## config.mk

```make
export PLATFORM = sky130hd
export DESIGN_NAME = cpu0_mem_arbiter_flat
export DESIGN_NICKNAME = d
export VERILOG_FILES = /design/src/rtl/cpu0_mem_pkg.sv /design/src/rtl/cpu0_mem_arbiter_if.sv /design/src/rtl/cpu0_arb_pick.sv /design/src/rtl/cpu0_mem_arbiter.sv /design/src/flat_wrapper.sv
export SDC_FILE = /design/constraint.sdc
export NUM_CORES = 1
export LEC_CHECK = 0
export CAP_MARGIN = 20
export CORE_MARGIN = 2
export CORE_UTILIZATION = 42
export DETAILED_ROUTE_END_ITERATION = 8
export PLACE_DENSITY = 0.83
export REMOVE_ABC_BUFFERS = 1
export SLEW_MARGIN = 0
export SYNTH_ARGS = -nofsm -noshare
export SYNTH_HDL_FRONTEND = slang
export SYNTH_SLANG_ARGS = --single-unit
```

## constraint.sdc

```tcl
create_clock -name clock -period 5.2 [get_ports clock]
set_clock_uncertainty 0.05 [all_clocks]
set_input_delay 0.52 -clock clock [delete_from_list [all_inputs] [get_ports clock]]
set_output_delay 0.52 -clock clock [all_outputs]
set_load 0.01 [all_outputs]
```

## src/rtl/cpu0_mem_pkg.sv

```systemverilog
// Shared types and helpers for the cpu0 memory arbiter.
// Size encodings, arbiter states, byte-count and read-mask helpers.
package cpu0_mem_pkg;

  typedef enum logic [1:0] {
    BYTE  = 2'b00,
    INT16 = 2'b01,
    INT24 = 2'b10,
    INT32 = 2'b11
  } size_e;

  typedef enum logic [1:0] {
    IDLE,
    ACCESS,
    RESP
  } arb_state_e;

  function automatic logic [2:0] size_bytes(
    input logic [1:0] size
  );
    return {1'b0, size} + 3'd1;
  endfunction

  function automatic logic [31:0] rdata_mask(
    input logic [1:0]  size,
    input logic [31:0] data
  );
    logic [31:0] m;
    unique case (size)
      BYTE:    m = 32'h0000_00ff;
      INT16:   m = 32'h0000_ffff;
      INT24:   m = 32'h00ff_ffff;
      default: m = 32'hffff_ffff;
    endcase
    return data & m;
  endfunction

endpackage

```

## src/rtl/cpu0_mem_arbiter_if.sv

```systemverilog
// Request/response and memory bus bundle for the cpu0 arbiter.
// slave: arbiter view; master: requester/memory (bench) view.
interface cpu0_mem_arbiter_if;

  logic        req0_valid;
  logic        req0_rw;
  logic [1:0]  req0_size;
  logic [31:0] req0_addr;
  logic [31:0] req0_wdata;
  logic        req0_done;
  logic        req0_err;
  logic [31:0] req0_rdata;

  logic        req1_valid;
  logic        req1_rw;
  logic [1:0]  req1_size;
  logic [31:0] req1_addr;
  logic [31:0] req1_wdata;
  logic        req1_done;
  logic        req1_err;
  logic [31:0] req1_rdata;

  logic        m_en;
  logic        m_rw;
  logic [1:0]  m_size;
  logic [31:0] m_addr;
  logic [31:0] m_wdata;
  logic [31:0] m_rdata;

  modport slave (
    input  req0_valid, req0_rw, req0_size,
    input  req0_addr, req0_wdata,
    output req0_done, req0_err, req0_rdata,
    input  req1_valid, req1_rw, req1_size,
    input  req1_addr, req1_wdata,
    output req1_done, req1_err, req1_rdata,
    output m_en, m_rw, m_size, m_addr, m_wdata,
    input  m_rdata
  );

  modport master (
    output req0_valid, req0_rw, req0_size,
    output req0_addr, req0_wdata,
    input  req0_done, req0_err, req0_rdata,
    output req1_valid, req1_rw, req1_size,
    output req1_addr, req1_wdata,
    input  req1_done, req1_err, req1_rdata,
    input  m_en, m_rw, m_size, m_addr, m_wdata,
    output m_rdata
  );

endinterface

```

## src/rtl/cpu0_arb_pick.sv

```systemverilog
// Winner select for the cpu0 arbiter.
// CPU0_ARB_ROUND_ROBIN_EN: alternate on contention, else port 0 wins.
module cpu0_arb_pick (
  input  logic v0,
  input  logic v1,
  input  logic last_grant,
  output logic win,
  output logic any
);

`ifndef CPU0_ARB_ROUND_ROBIN_EN
  logic pick_unused;
  assign pick_unused = last_grant;
`endif

  always_comb begin
    any = v0 | v1;
    win = 1'b0;
    if (v0 && v1) begin
`ifdef CPU0_ARB_ROUND_ROBIN_EN
      win = ~last_grant;
`else
      win = 1'b0;
`endif
    end else begin
      win = v1;
    end
  end

endmodule

```

## src/rtl/cpu0_mem_arbiter.sv

```systemverilog
// Two-port arbiter sharing memory0 between cpu0 and a second master.
// Optional CPU0_ARB_ROUND_ROBIN_EN selects round-robin contention.
module cpu0_mem_arbiter
  import cpu0_mem_pkg::*;
#(
  parameter int unsigned ACCESS_CYCLES = 1,
  parameter int unsigned MEM_TOP       = 1535
) (
  input logic              clock,
  input logic              reset,
  cpu0_mem_arbiter_if.slave bus
);

  localparam logic [3:0] CNT_LOAD = 4'(ACCESS_CYCLES - 1);

  arb_state_e  state, n_state;
  logic        last_grant, n_last;
  logic        grant_id, n_grant;
  logic [3:0]  cnt, n_cnt;
  logic        m_en, n_en;
  logic        m_rw, n_rw;
  logic [1:0]  m_size, n_size;
  logic [31:0] m_addr, n_addr;
  logic [31:0] m_wdata, n_wdata;
  logic [1:0]  done, n_done;
  logic [1:0]  err, n_err;
  logic [31:0] rdata0, n_rdata0;
  logic [31:0] rdata1, n_rdata1;

  logic        win, any;
  logic        sel_rw;
  logic [1:0]  sel_size;
  logic [31:0] sel_addr;
  logic [31:0] sel_wdata;
  logic [32:0] last_byte;
  logic        in_range;
  logic [31:0] rd;

  cpu0_arb_pick u_pick (
    .v0         (bus.req0_valid),
    .v1         (bus.req1_valid),
    .last_grant (last_grant),
    .win        (win),
    .any        (any)
  );

  assign sel_rw    = win ? bus.req1_rw    : bus.req0_rw;
  assign sel_size  = win ? bus.req1_size  : bus.req0_size;
  assign sel_addr  = win ? bus.req1_addr  : bus.req0_addr;
  assign sel_wdata = win ? bus.req1_wdata : bus.req0_wdata;

  // 33-bit sum so addresses near the top of the space cannot wrap
  assign last_byte = {1'b0, sel_addr}
                   + {30'b0, size_bytes(sel_size)}
                   - 33'd1;
  assign in_range  = last_byte <= 33'(MEM_TOP);

  always_comb begin
    n_state  = state;
    n_last   = last_grant;
    n_grant  = grant_id;
    n_cnt    = cnt;
    n_en     = m_en;
    n_rw     = m_rw;
    n_size   = m_size;
    n_addr   = m_addr;
    n_wdata  = m_wdata;
    n_done   = '0;
    n_err    = '0;
    n_rdata0 = '0;
    n_rdata1 = '0;
    rd       = '0;
    unique case (state)
      IDLE: begin
        if (any) begin
          n_grant = win;
          n_rw    = sel_rw;
          n_size  = sel_size;
          n_addr  = sel_addr;
          n_wdata = sel_wdata;
          if (in_range) begin
            n_en    = 1'b1;
            n_cnt   = CNT_LOAD;
            n_state = ACCESS;
          end else begin
            n_done[win] = 1'b1;
            n_err[win]  = 1'b1;
            n_state     = RESP;
          end
        end
      end
      ACCESS: begin
        if (cnt == 4'd0) begin
          if (m_rw) rd = rdata_mask(m_size, bus.m_rdata);
          n_en             = 1'b0;
          n_done[grant_id] = 1'b1;
          if (grant_id) n_rdata1 = rd;
          else          n_rdata0 = rd;
          n_state = RESP;
        end else begin
          n_cnt = cnt - 4'd1;
        end
      end
      RESP: begin
        n_last  = grant_id;
        n_state = IDLE;
      end
      default: n_state = IDLE;
    endcase
  end

  always_ff @(posedge clock or posedge reset) begin
    if (reset) begin
      state      <= IDLE;
      last_grant <= 1'b1;
      grant_id   <= 1'b0;
      cnt        <= '0;
      m_en       <= 1'b0;
      m_rw       <= 1'b0;
      m_size     <= '0;
      m_addr     <= '0;
      m_wdata    <= '0;
      done       <= '0;
      err        <= '0;
      rdata0     <= '0;
      rdata1     <= '0;
    end else begin
      state      <= n_state;
      last_grant <= n_last;
      grant_id   <= n_grant;
      cnt        <= n_cnt;
      m_en       <= n_en;
      m_rw       <= n_rw;
      m_size     <= n_size;
      m_addr     <= n_addr;
      m_wdata    <= n_wdata;
      done       <= n_done;
      err        <= n_err;
      rdata0     <= n_rdata0;
      rdata1     <= n_rdata1;
    end
  end

  assign bus.m_en       = m_en;
  assign bus.m_rw       = m_rw;
  assign bus.m_size     = m_size;
  assign bus.m_addr     = m_addr;
  assign bus.m_wdata    = m_wdata;
  assign bus.req0_done  = done[0];
  assign bus.req1_done  = done[1];
  assign bus.req0_err   = err[0];
  assign bus.req1_err   = err[1];
  assign bus.req0_rdata = rdata0;
  assign bus.req1_rdata = rdata1;

endmodule

```

## src/flat_wrapper.sv

```systemverilog
// flat-port wrapper written by rule: the top's interface ports become plain ports
module cpu0_mem_arbiter_flat import cpu0_mem_pkg::*;
#(
  parameter int unsigned ACCESS_CYCLES = 1,
  parameter int unsigned MEM_TOP       = 1535
)
  (clock, reset, bus_req0_valid, bus_req0_rw, bus_req0_size, bus_req0_addr, bus_req0_wdata, bus_req0_done, bus_req0_err, bus_req0_rdata, bus_req1_valid, bus_req1_rw, bus_req1_size, bus_req1_addr, bus_req1_wdata, bus_req1_done, bus_req1_err, bus_req1_rdata, bus_m_en, bus_m_rw, bus_m_size, bus_m_addr, bus_m_wdata, bus_m_rdata);
  cpu0_mem_arbiter_if bus_i ();
  input logic clock;
  input logic reset;
  input wire logic [$bits(bus_i.req0_valid)-1:0] bus_req0_valid;
  input wire logic [$bits(bus_i.req0_rw)-1:0] bus_req0_rw;
  input wire logic [$bits(bus_i.req0_size)-1:0] bus_req0_size;
  input wire logic [$bits(bus_i.req0_addr)-1:0] bus_req0_addr;
  input wire logic [$bits(bus_i.req0_wdata)-1:0] bus_req0_wdata;
  output wire logic [$bits(bus_i.req0_done)-1:0] bus_req0_done;
  output wire logic [$bits(bus_i.req0_err)-1:0] bus_req0_err;
  output wire logic [$bits(bus_i.req0_rdata)-1:0] bus_req0_rdata;
  input wire logic [$bits(bus_i.req1_valid)-1:0] bus_req1_valid;
  input wire logic [$bits(bus_i.req1_rw)-1:0] bus_req1_rw;
  input wire logic [$bits(bus_i.req1_size)-1:0] bus_req1_size;
  input wire logic [$bits(bus_i.req1_addr)-1:0] bus_req1_addr;
  input wire logic [$bits(bus_i.req1_wdata)-1:0] bus_req1_wdata;
  output wire logic [$bits(bus_i.req1_done)-1:0] bus_req1_done;
  output wire logic [$bits(bus_i.req1_err)-1:0] bus_req1_err;
  output wire logic [$bits(bus_i.req1_rdata)-1:0] bus_req1_rdata;
  output wire logic [$bits(bus_i.m_en)-1:0] bus_m_en;
  output wire logic [$bits(bus_i.m_rw)-1:0] bus_m_rw;
  output wire logic [$bits(bus_i.m_size)-1:0] bus_m_size;
  output wire logic [$bits(bus_i.m_addr)-1:0] bus_m_addr;
  output wire logic [$bits(bus_i.m_wdata)-1:0] bus_m_wdata;
  input wire logic [$bits(bus_i.m_rdata)-1:0] bus_m_rdata;
  assign bus_i.req0_valid = bus_req0_valid;
  assign bus_i.req0_rw = bus_req0_rw;
  assign bus_i.req0_size = bus_req0_size;
  assign bus_i.req0_addr = bus_req0_addr;
  assign bus_i.req0_wdata = bus_req0_wdata;
  assign bus_req0_done = bus_i.req0_done;
  assign bus_req0_err = bus_i.req0_err;
  assign bus_req0_rdata = bus_i.req0_rdata;
  assign bus_i.req1_valid = bus_req1_valid;
  assign bus_i.req1_rw = bus_req1_rw;
  assign bus_i.req1_size = bus_req1_size;
  assign bus_i.req1_addr = bus_req1_addr;
  assign bus_i.req1_wdata = bus_req1_wdata;
  assign bus_req1_done = bus_i.req1_done;
  assign bus_req1_err = bus_i.req1_err;
  assign bus_req1_rdata = bus_i.req1_rdata;
  assign bus_m_en = bus_i.m_en;
  assign bus_m_rw = bus_i.m_rw;
  assign bus_m_size = bus_i.m_size;
  assign bus_m_addr = bus_i.m_addr;
  assign bus_m_wdata = bus_i.m_wdata;
  assign bus_i.m_rdata = bus_m_rdata;
  cpu0_mem_arbiter #(.ACCESS_CYCLES(ACCESS_CYCLES), .MEM_TOP(MEM_TOP)) u_core (.clock(clock), .reset(reset), .bus(bus_i));
endmodule
```

==> reports/results.txt <==
The run finished with clean final reports. Summing internal, switching and leakage power gives 3.27 mW. In the global route stage, overall resource usage came out at 24.0%.

The slew at the pin with the worst max-slew slack works out to 974 ps. The width of the chip is 131 µm, and the data required time of the critical path is 5440 ps. The critical path class is primary input to flop.

The detailed router finished its first iteration with 347 violations. Final-stage net count: 1135. For the via count of the first global-routing pass, the log shows 5951.

Register cell area after layout: 3580 µm². TritonCTS built the clock tree. The power density of the placed cells works out to 310 nW/µm².

Detail-routed via count per cell: 5.03. The library cell used most frequently in the layout, excluding fill and tap cells, is sky130_fd_sc_hd__clkdlybuf4s50_1. The fraction of layout cells with a size suffix above 1 came out at 8.01%.

After clock tree synthesis, the flow added hold-fix buffers numbering 0. After detailed routing, the met2 layer carries 9930 µm of wire. The largest family of logic cells by synthesized area was simple AND/OR/NAND/NOR gates. Fill cells in the final layout number 1276.

From bottom edge to top edge, the die measures 131 µm. The worst setup path is captured at a flop. The placeable core area was 15800 µm²; the area of combinational cells with multiple inputs was 2950 µm². The leakage power figure was 4.60 nW.

The sum of net half-perimeters after detailed placement is 15600 µm, and the post-synthesis async set-or-reset flop share is 100%. Setup violations remaining at the end of the flow were counted as 0. Average wire per cell in the routed design: 17.0 µm.

The max-slew violation count is 0, and the number of antenna violations at the first check in global routing is 1. Before antenna repair, the detailed router went through 5 iterations. Across the run, the number of max-cap violations was 0.

Setup repair after global routing left no endpoint under its margin. The placer congestion estimate is 0.914, and the number of placed I/O pins is 306. In this run, synthesis inferred 0 flip-flops with an integrated enable.

The adder-cell share of the synthesized area came out at 0.854%. The XOR/XNOR share of the synthesized area works out to 1.17%. After clock tree synthesis, the setup repair step added 0 buffers. After synthesis, flip-flops and latches occupy 53.1% of the total area. The number of port buffers was 305; the share of the synthesized area in compound gates (AO/OA/AOI/OAI) was 9.35%. The number of resized instances in the post-cts repair step was 0. Class of the tightest hold or removal check: flop to flop.

In the synthesized netlist the dominant register cell turns out to be sky130_fd_sc_hd__dfrtp_1. The fraction of synthesized area in multiplexers was 13.4%. The worst-case IR drop observed on VDD is 225 µV. In this run the number of H-tree levels came out at 4. The floorplan step defined a die boundary enclosing 17100 µm². For this run the aggregate overflow at the end of global routing stands at 0. The clock passes through at most 2 buffers. Counting every sink on the clock net gives 143.

For the wire length of the first global-routing pass, the log shows 31300 µm. For this run, the number of Yosys warnings is 0. The average instance in the mapped netlist occupies 10.1 µm².

Compared with the post-synthesis result, the final layout area differs by 56.8%. For the data arrival time at the worst-slack endpoint, the log shows 4110 ps. For this block, the routed nets add up to 20200 µm of wire.

The run gives 1730 µm as the wire length on met3. STA classifies the critical path startpoint as a primary input. At the later pin of the worst-skew pair, clock insertion delay measures 420 ps. The top cell types in the final layout, fill and taps aside, are sky130_fd_sc_hd__clkdlybuf4s50_1 (305), sky130_fd_sc_hd__dfrtp_1 (143), sky130_fd_sc_hd__nand2_1 (141). The run gives 8000 µm as the met1 layer wirelength in the final routing. The post-layout minimum cycle time works out to 3870 ps. The number of vias after detailed routing came out at 5985. The tools report the count of endpoints failing hold in the final timing report as 0. Across all hold checks on the routed design, the worst slack comes to 418 ps. For this run, design rule violations remaining after detail routing come to 0. Synthesis produced a netlist whose cell count is 666.

The antenna violation net count after detailed routing is 0. The number of different library cells in the post-synthesis netlist is 60. After clock tree synthesis, the clock-pin slew on the worst setup and hold paths is 60 ps. The run gives 9950 µm² as the area after detailed placement.

The mapped cell area is 6740 µm², and the TritonCTS buffer count is 17. The worst pin sits at a relative slew slack of 35.1%. Once the floorplan was initialized, standard cells occupied 42.7% of the core. The master cell of the clock root buffer is sky130_fd_sc_hd__clkbuf_16. After routing the design area is 10600 µm². The post-synthesis simple-gate area fraction works out to 18.6%. Largest fanout of any net on the critical path: 31. Entering global routing, the biggest net connects 108 pins. The detailed router used layers up to and including met4. For this run, the top clock speed supported by timing is 0.258 GHz. The post-synthesis sequential element count came out at 143.

The row count was 46; the final cycle utilization of the critical path was 74.4%.
[kinds of logic (layout without fill, tap and decap cells)]
family / Yosys count / count (layout)
AO/OA/AOI/OAI: 101 / 101
flip-flops: 143 / 143
buffers and inverters: 46 / 354
adder cells (fa/ha/maj): 4 / 4
XOR/XNOR: 9 / 9
other: 0 / 1
AND/OR/NAND/NOR: 282 / 282
multiplexers: 81 / 81
[path summary, 6_finish.rpt]
check                                      from                         to  slack [ps]  cells after the start
worst max-delay path             bus_req1_valid              u_core.cnt[1]        1330                     11
worst min-delay path            u_core.state[0]            u_core.bus.m_en         420                      1
worst max register to register  u_core.state[0]       u_core.bus.m_addr[9]        3310                      4
worst min register to register  u_core.state[0]            u_core.bus.m_en         420                      1
max in group asynchronous                 reset  u_core.bus.req0_rdata[21]        3380                      3
min in group asynchronous                 reset  u_core.bus.req1_rdata[30]         620                      2
[area by class of cell]
| class | instances | share of cell area, % |
|---|---|---|
| multi-input combinational | 477 | 27.9 |
| tap | 216 | 2.56 |
| timing repair buffer | 313 | 29.4 |
| sequential | 143 | 33.9 |
| clock inverter | 14 | 1.68 |
| antenna | 1 | 0.0237 |
| inverter | 9 | 0.367 |
| clock buffer | 18 | 4.15 |
[registers in the layout (all words and copies together), names as in the netlist]
signal	flops
u_core.bus.m_size	2
u_core.done	2
u_core.bus.m_addr	32
u_core.bus.req0_rdata	32
u_core.bus.m_en	1
u_core.bus.req1_rdata	32
u_core.cnt	4
u_core.grant_id	1
u_core.bus.m_rw	1
u_core.bus.m_wdata	32
u_core.err	2
u_core.state	2
[cells in the mapped netlist, drive strengths merged, types with 6 or more instances]
cell    count  share of area, %
o21ai      67               5.0
nor4        6              0.65
inv         9              0.50
nand3      12              0.97
buf        12               1.6
dfrtp     143                53
nand4       6              0.56
nand2     141               7.9
nor2       77               4.3
mux2       14               2.4
mux2i      67                11
a21oi       8              0.59
clkbuf     25               1.4
and3       11               1.0
nand2b      6              0.56
xnor2       6              0.78
[where the power goes]
part           total [mW]  internal (mW)  switching [mW]
clock                1.27          0.775           0.493
combinational       0.721          0.392           0.328
sequential           1.28           1.22          0.0669
total                3.27           2.39           0.888
[worst max-delay path, stage by stage]
cell and delay [ps]:
sky130_fd_sc_hd__clkdlybuf4s50_1 640, sky130_fd_sc_hd__nor2b_4 500, sky130_fd_sc_hd__buf_4 480, sky130_fd_sc_hd__mux2i_1 420
sky130_fd_sc_hd__inv_1 150, sky130_fd_sc_hd__a221o_1 340, sky130_fd_sc_hd__a21oi_1 130, sky130_fd_sc_hd__o2111ai_1 170
sky130_fd_sc_hd__nor4_2 300, sky130_fd_sc_hd__and4_1 340, sky130_fd_sc_hd__o22ai_1 110
[metal layers]
metal | up-vias | track usage, %
met3 | 43 | 7.45
met2 | 259 | 41.2
met5 | - | 0
li1 | 2869 | -
met1 | 2814 | 28.1
met4 | 0 | 9.57
[per-stage QoR]
stage / instances / setup TNS, ps / worst slack [ps] / util, %
floorplan: 629 / -156930 / -2160 / -
global placement: 1158 / 0 / 956 / 63.1
detailed placement: 1158 / 0 / 860 / 63.1
CTS: 1190 / 0 / 1320 / 67.0
global route: 1190 / 0 / 1020 / 67.0
finish: 1191 / 0 / 1330 / 67.0
(Power assumes the default switching activity.)
